===== src/rtl/ama_riscv_perf_pkg.sv =====
// Shared types and constants for the performance-counter unit.
package ama_riscv_perf_pkg;

  typedef enum logic [1:0] {
    STOPPED = 2'd0,
    RUNNING = 2'd1,
    FROZEN  = 2'd2
  } perf_state_t;

  // Event channel assignment as wired beside the core top.
  localparam int EVT_CYCLE   = 0;
  localparam int EVT_RETIRE  = 1;
  localparam int EVT_BUBBLE  = 2;
  localparam int EVT_IC_HIT  = 3;
  localparam int EVT_IC_MISS = 4;
  localparam int EVT_DC_HIT  = 5;
  localparam int EVT_DC_MISS = 6;
  localparam int EVT_BP_MISS = 7;

  localparam int PERF_RD_LAT = 1;

endpackage


===== src/rtl/ama_riscv_perf_counter.sv =====
// One event counter: wrapping increment, synchronous clear, sticky overflow.
module ama_riscv_perf_counter
  import ama_riscv_perf_pkg::*;
#(
  parameter int CNT_W = 64
) (
  input  logic             clk,
  input  logic             rst,
  input  logic             clr,
  input  logic             inc,
  output logic [CNT_W-1:0] cnt,
  output logic             ovf
);

  logic [CNT_W-1:0] cnt_q;
  logic             ovf_q;

  // Clear wins over a coincident increment, so that event is dropped.
  always_ff @(posedge clk) begin
    if (!rst) begin
      cnt_q <= '0;
      ovf_q <= 1'b0;
    end else if (clr) begin
      cnt_q <= '0;
      ovf_q <= 1'b0;
    end else if (inc) begin
      cnt_q <= cnt_q + 1'b1;
      if (&cnt_q) begin
        ovf_q <= 1'b1;
      end
    end
  end

  assign cnt = cnt_q;
  assign ovf = ovf_q;

endmodule


===== src/rtl/ama_riscv_perf_cnt_unit.sv =====
// Performance-counter unit: run/stop/freeze FSM, NUM_EVT event counters,
// and a 32-bit read port with a hi-word shadow for atomic 64-bit reads.
module ama_riscv_perf_cnt_unit
  import ama_riscv_perf_pkg::*;
#(
  parameter  int NUM_EVT = 8,
  parameter  int CNT_W   = 64,
  localparam int SEL_W   = $clog2(NUM_EVT)
) (
  input  logic               clk,
  input  logic               rst,
  input  logic [NUM_EVT-1:0] evt_i,
  input  logic               clr_i,
  input  logic               start_i,
  input  logic               stop_i,
  input  logic               freeze_i,
  input  logic [NUM_EVT-1:0] en_mask_i,
  input  logic               rd_req_i,
  input  logic [SEL_W-1:0]   rd_sel_i,
  input  logic               rd_hi_i,
  output logic               rd_valid_o,
  output logic [31:0]        rd_data_o,
  output logic [NUM_EVT-1:0] ovf_o,
  output logic [1:0]         state_o
);

  localparam int NUM_SEL = 1 << SEL_W;

  // Handshake: a read has no backpressure. rd_req_i sampled high at edge N
  // yields rd_valid_o=1 with rd_data_o for exactly cycle N+1; rd_data_o
  // holds its last value whenever rd_valid_o is low.

  perf_state_t        state_q;
  perf_state_t        state_d;
  logic               running;
  logic [NUM_EVT-1:0] inc;
  logic [CNT_W-1:0]   cnt [NUM_EVT];

  logic [31:0]        lo_word [NUM_SEL];
  logic [31:0]        hi_word [NUM_SEL];
  logic [NUM_SEL-1:0] sel_ok;
  logic [31:0]        sel_lo;
  logic [31:0]        sel_hi;
  logic               sel_in;

  logic [31:0]        shadow_q;
  logic               rd_valid_q;
  logic [31:0]        rd_data_q;

  // ---------------------------------------------------------------- FSM
  always_ff @(posedge clk) begin
    if (!rst) begin
      state_q <= STOPPED;
    end else begin
      state_q <= state_d;
    end
  end

  // Priority when inputs coincide: clr > freeze > stop > start.
  always_comb begin
    state_d = state_q;
    case (state_q)
      STOPPED: begin
        if (!clr_i && !freeze_i && !stop_i && start_i) begin
          state_d = RUNNING;
        end
      end
      RUNNING: begin
        if (clr_i) begin
          state_d = RUNNING;
        end else if (freeze_i) begin
          state_d = FROZEN;
        end else if (stop_i) begin
          state_d = STOPPED;
        end
      end
      FROZEN: begin
        if (clr_i) begin
          state_d = STOPPED;
        end
      end
      default: state_d = STOPPED;
    endcase
  end

  assign running = (state_q == RUNNING);
  assign state_o = state_q;

  // ----------------------------------------------------------- counters
  for (genvar k = 0; k < NUM_EVT; k++) begin : gen_ch
    if (k == EVT_CYCLE) begin : gen_cycle
      // The cycle channel counts every running cycle; its event bit is a don't-care.
      assign inc[k] = running & en_mask_i[k] & (evt_i[k] | 1'b1);
    end else begin : gen_event
      assign inc[k] = running & en_mask_i[k] & evt_i[k];
    end

    ama_riscv_perf_counter #(
      .CNT_W (CNT_W)
    ) u_cnt (
      .clk (clk),
      .rst (rst),
      .clr (clr_i),
      .inc (inc[k]),
      .cnt (cnt[k]),
      .ovf (ovf_o[k])
    );
  end

  // ----------------------------------------------------------- read mux
  // Pad the select space to a power of two; unused slots read as zero.
  for (genvar g = 0; g < NUM_SEL; g++) begin : gen_sel
    if (g < NUM_EVT) begin : gen_in
      assign lo_word[g] = cnt[g][31:0];
      assign hi_word[g] = 32'(cnt[g] >> 32);
      assign sel_ok[g]  = 1'b1;
    end else begin : gen_out
      assign lo_word[g] = '0;
      assign hi_word[g] = '0;
      assign sel_ok[g]  = 1'b0;
    end
  end

  assign sel_lo = lo_word[rd_sel_i];
  assign sel_hi = hi_word[rd_sel_i];
  assign sel_in = sel_ok[rd_sel_i];

  always_ff @(posedge clk) begin
    if (!rst) begin
      rd_valid_q <= 1'b0;
      rd_data_q  <= '0;
      shadow_q   <= '0;
    end else begin
      rd_valid_q <= rd_req_i;
      if (rd_req_i) begin
        if (rd_hi_i) begin
          rd_data_q <= shadow_q;
        end else if (sel_in) begin
          rd_data_q <= sel_lo;
        end else begin
          rd_data_q <= '0;
        end
      end
      // A lo-word read captures the matching hi word; clear beats that load.
      if (clr_i) begin
        shadow_q <= '0;
      end else if (rd_req_i && !rd_hi_i && sel_in) begin
        shadow_q <= sel_hi;
      end
    end
  end

  assign rd_valid_o = rd_valid_q;
  assign rd_data_o  = rd_data_q;

endmodule


===== config.mk =====
export PLATFORM = sky130hd
export DESIGN_NAME = ama_riscv_perf_cnt_unit
export DESIGN_NICKNAME = d
export VERILOG_FILES = /design/src/rtl/ama_riscv_perf_pkg.sv /design/src/rtl/ama_riscv_perf_counter.sv /design/src/rtl/ama_riscv_perf_cnt_unit.sv
export SDC_FILE = /design/constraint.sdc
export NUM_CORES = 1
export LEC_CHECK = 0
export CAP_MARGIN = 25
export CORE_MARGIN = 5
export CORE_UTILIZATION = 42
export DETAILED_ROUTE_END_ITERATION = 10
export GPL_TIMING_DRIVEN = 1
export PLACE_DENSITY = 0.6
export SYNTH_ARGS = -nofsm -noshare
export SYNTH_HDL_FRONTEND = slang
export SYNTH_SLANG_ARGS = --single-unit

===== constraint.sdc =====
create_clock -name clk -period 2.4 [get_ports clk]
set_input_delay 0.48 -clock clk [delete_from_list [all_inputs] [get_ports clk]]
set_output_delay 0.48 -clock clk [all_outputs]
set_load 0.1 [all_outputs]

# After elaboration in Yosys (flattened, before gate mapping)
# Memory sizes are Yosys's and may differ from the RTL's.
# Cells that the tools add are included.
# word_totals
reg_bits	587
latchBits	0
mem_bits_rw	0
rom_bits	8
inputBits	27
out_inout_bits	43
word_cells	88
n_memories	1
# memory_table
memory	depth	word_bits	read_ports	rd_clocked_by_memory_dff	wr	line_no	source
(name not given)	8	1	1	0	0	ama_riscv_perf_cnt_unit.sv:126	assign sel_in = sel_ok[rd_sel_i];
# classes
n_addsub	8
mul	0
div	0
n_lt_le_gt_ge	2
eq_ne	5
shifts	0
mux	15
bitwise_logic	17
n_reduce_logical	20
# ops
op	n
65-bit AND reduction	8
64-bit by 1-bit adder with 64-bit output, second input constant	8
32-bit binary-select mux with 3-bit select	2
32-bit 2-to-1 mux	6
1-bit bitwise AND	15
2-bit 2-to-1 mux	5
2-bit case mux with 3 select lines	1
1-bit logical AND	5
4-bit greater-or-equal comparator, second input constant	1
1-bit logical NOT	4
3-bit by 4-bit < comparator with 1-bit output, second input constant	1
2-bit inequality test, second input constant	2
4-bit inequality test, second input constant	1
3-bit inverter with 4-bit output	1
3-bit AND reduction	1
2-bit by 1-bit equality test with 1-bit output, second input constant	1
2-bit equality test, second input constant	1
2-bit logical NOT	1
2-bit OR reduction	1
1-bit 2-to-1 mux	1
1-bit inverter	1

# Longest topological paths before layout
# depth
depth_word	6
ltp_mapped	8
depth_no_buf	6

# Modules after synthesis
# From an unflattened synthesis, not the netlist that was laid out.
# hier_totals
hier_cells	4026
hier_area_um2	33407.0
# by_module_without_submodules
module	instances	cells_each	area_per_inst_um2	seq_area_each_um2
ama_riscv_perf_counter (gen_ch[0].u_cnt ...)	7	404	3365.7	1301.2
ama_riscv_perf_cnt_unit	1	828	6746.5	1341.3
ama_riscv_perf_counter (gen_ch[7].u_cnt)	1	370	3100.5	1301.2

# Least setup slack after synthesis
# OpenSTA, ideal clock, no wires.
# synth_timing
kind	reg-to-reg
start	register state_q[0], in the netlist state_o[0]
end	register gen_ch[4].u_cnt.cnt_q[50]
setup_time_ns	0.070
arrival_time_ns	3.173
required_ns	2.330
slack_ns	-0.843
stages_incl_launch_ff	9
n_path_buf	3
period_less_slack_ns	3.243
path_cell_list	dfxtp_1 -> buf_4 -> nand4b_4 -> or4_1 -> clkbuf_1 -> or4b_1 -> clkbuf_1 -> or3_1 -> a21oi_1
# synth_via
elab_chain_cells	3
# synth_rtl
item	line_no	source
from (decl)	ama_riscv_perf_cnt_unit.sv:33	perf_state_t state_q;
from (signal assigned)	ama_riscv_perf_cnt_unit.sv:55	state_q <= state_d;
2-bit by 1-bit equality test with 1-bit output	ama_riscv_perf_cnt_unit.sv:86	assign running = (state_q == RUNNING);
1-bit bitwise AND (2 in a row)	ama_riscv_perf_cnt_unit.sv:95	assign inc[k] = running & en_mask_i[k] & evt_i[k];
to (signal assigned)	ama_riscv_perf_counter.sv:27	cnt_q <= cnt_q + 1'b1;
to (decl)	ama_riscv_perf_counter.sv:15	logic [CNT_W-1:0] cnt_q;
# Every way passes these cells.
# A chain may end at the register's enable or synchronous reset.

# Final worst setup path
# layout_timing
start	register gen_ch[7].u_cnt.cnt_q[10]
end	register gen_ch[7].u_cnt.cnt_q[63]
# layout_via
elab_chain_cells	1
# layout_rtl
item	line_no
from (decl)	ama_riscv_perf_counter.sv:15
from (signal assigned)	ama_riscv_perf_counter.sv:27
64-bit by 1-bit adder with 64-bit output	ama_riscv_perf_counter.sv:27
# Every way passes these cells.

==> flow_summary.ini <==
[clocking]
insertion_delay_ns = 0.62
cts_buffers = 70
cts-root-buf = clkbuf_16
ctsHtreeMaxLevel = 3
cts_tree = built
cts_num_sinks = 587
clockBufferDepth = 3
clkTransAtPathRegs_ns = 0.06

[outcome]
status = finished with violations
violations = setup timing

[final_layout]
drive_gt1_frac = 0.227
final_area_um2 = 38900
mostFrequentLayoutCell = dfxtp_1
num_antenna_cells = 0
finalNetCount = 4024
final_cell_mix = dfxtp_1 (568), buf_4 (492), nor2_1 (347), a21oi_1 (234), nand2_1 (220)
area.growth.synth_to_final_pct = 25.1

[yosys]
ys_seq_area_frac = 0.378
synth_edf_count = 0
syn_inst = 3571
synth_area_um2 = 31100
synth_mux_area_frac = 0.104
synth_area_per_cell_um2 = 8.71
synth_xor_area_frac = 0.0704
yosys_warnings = 0
synth_compound_area_frac = 0.114
synthAdderAreaFrac = 0.00322
async_flop_share = 0
synth-simple-area-share = 0.295
yosysUniqueCellTypes = 58
postSynthNetCount = 3606
synthFlopType = dfxtp_1
synth_top_family_by_area = simple AND/OR/NAND/NOR gates
ys_seq_elements = 587

[power]
power_w = 0.0215
peakVddDrop_v = 0.000381
power_density_nw_per_um2 = 551
p_leak_nw = 12.6

[floorplan]
core_um2 = 73200
num_rows = 99
start_util = 0.425
ios = 70
die_h_um = 282
die_w_um = 282
die_area_um2 = 79600

[global_route]
grt_pass1_wl_mm = 164
grt.overflow.total = 0
antenna_found_initial = 2
grt_pass1_vias = 26800
grt_usage = 0.266
grt_max_degree = 79

[timing]
max_freq_mhz = 405
final_max_slew_viol_count = 0
worst_slew_pin_slew_ns = 0.572
final-setup-viol-count = 2
finalHoldViolCount = 0
timing.hold.ws_ns = 0.185
rsz0062_at_grt = yes
finalCritPeriodShare = 1.03
fin_ws_ns = -0.0665
slew_headroom = 0.619
fin_skew_ns = 0.0289
fin_crit_ns = 2.47
tns_ns = -0.0944

[routing]
first_pass_iters = 6
vias = 30000
drtIter0Drc = 3054
drc = 0
post_drt_wl_per_cell_um = 22.1
ant_nets = 0
vias_per_cell = 6.00
drt_wl_total_mm = 111

[placed_design]
place_hpwl_mm = 84.6
portBuffers = 68
place.gp.congestion = 0.982
placed_area_um2 = 35900

[critical_path]
cp_max_fo = 8
worst_ep_required_time_ns = 2.94
path_class = reg2reg
r2r_cells = 5
critPathArrivalTime_ns = 3.01
end_kind = flop
critPathLaunchType = flop

[worst_hold_path]
min_path_cells = 2
hold_class = in2reg

[job]
maxCapViolations = 0
## registers in the layout, summed over array words and instances, names as in the netlist
signal	count
rd_valid_o	1
gen_ch.u_cnt.ovf	8
gen_ch.u_cnt.cnt	512
rd_data_o	32
shadow_q	32
state_o	2
## worst paths after layout
kind,from,end,slack [ns]
setup reg to reg,gen_ch[7].u_cnt.cnt[10],gen_ch[7].u_cnt.cnt[63],-0.07
hold / removal,rst,state_o[0],0.19
hold reg to reg,gen_ch[0].u_cnt.ovf,gen_ch[0].u_cnt.ovf,0.46
setup / recovery,gen_ch[7].u_cnt.cnt[10],gen_ch[7].u_cnt.cnt[63],-0.07
## worst max-delay path, stage by stage (launching register included)
cell     delay (ns)
dfxtp_2        0.32
nand4_1        0.22
or4_4          0.59
or4_4          0.59
or4_4          0.54
a21oi_2        0.12
## final cells by class
cell class              instances  area [µm²]
clock buffers                 104        2060
repair buffers                556        4630
clock inverters                23         186
inverters                      68         255
multi-input cells            2706       18800
flip-flops and latches        587       11800
well taps                     959        1200
fillers                      6845       34300
## synthesized netlist by cell type (all sizes together) (5+ instances only)
cell type,instances,area share
mux2i,35,0.011
nor3,78,0.013
and3,57,0.011
nand4b,18,0.0062
buf,35,0.0057
ha,8,0.0032
o21a,8,0.0019
mux4,128,0.093
inv,68,0.0082
a211oi,64,0.015
o41ai,13,0.0037
nand3,185,0.030
a21oi,250,0.040
nand3b,42,0.010
o21ai,176,0.028
clkbuf,177,0.021
nand2,220,0.027
xnor2,141,0.040
nand4,187,0.038
o31ai,80,0.019
xor2,109,0.031
or4,73,0.018
nor2b,68,0.014
and4b,6,0.0019
dfxtp,587,0.38
and4,46,0.013
a31o,5,0.0014
nand2b,5,0.0010
nor4,101,0.022
or4b,5,0.0016
and2,26,0.0052
or2,15,0.0030
nor2,348,0.042
or3,187,0.038
## routing by layer
layer	wire (µm)	global-route usage	up-vias
met5	0	0	-
met4	5780	0.116	0
met3	8710	0.0521	239
met2	48700	0.410	1095
met1	47500	0.365	14500
li1	-	-	14200
## logic make-up (layout without fill, tap and decap cells)
| family | after synthesis | in the layout |
|---|---|---|
| and+or+nand+nor | 1673 | 1675 |
| AOI/OAI and AO/OA | 609 | 609 |
| DFF | 587 | 587 |
| buffers and inverters | 280 | 751 |
| xor gates and xnor gates | 250 | 250 |
| muxes | 164 | 164 |
| adders and majority gates | 8 | 8 |
## through the flow
| step | utilization | instances | worst slack (ns) |
|---|---|---|---|
| 2_1_floorplan | - | 3571 | -0.233 |
| 3_3_place_gp | 0.490 | 4843 | -0.525 |
| 3_5_place_dp | 0.490 | 4843 | -0.550 |
| 4_1_cts | 0.523 | 4976 | -0.0120 |
| 5_1_grt | 0.532 | 5003 | -0.102 |
| 6_report | 0.532 | 5003 | -0.0665 |
## where the power goes
part           internal (W)  switching [W]  total (W)
clock network       0.00617        0.00440     0.0106
logic              0.000371       0.000685    0.00106
registers           0.00978      0.0000422    0.00983
total                0.0163        0.00513     0.0215
## what timing repair did
action	CTS	global route
endpoints found under the setup margin	63	75
pin swaps	18	43
setup buffers	5	22
resized for setup	20	90
hold buffers	0	0
cloned	1	6
(Power assumes the default switching activity.)
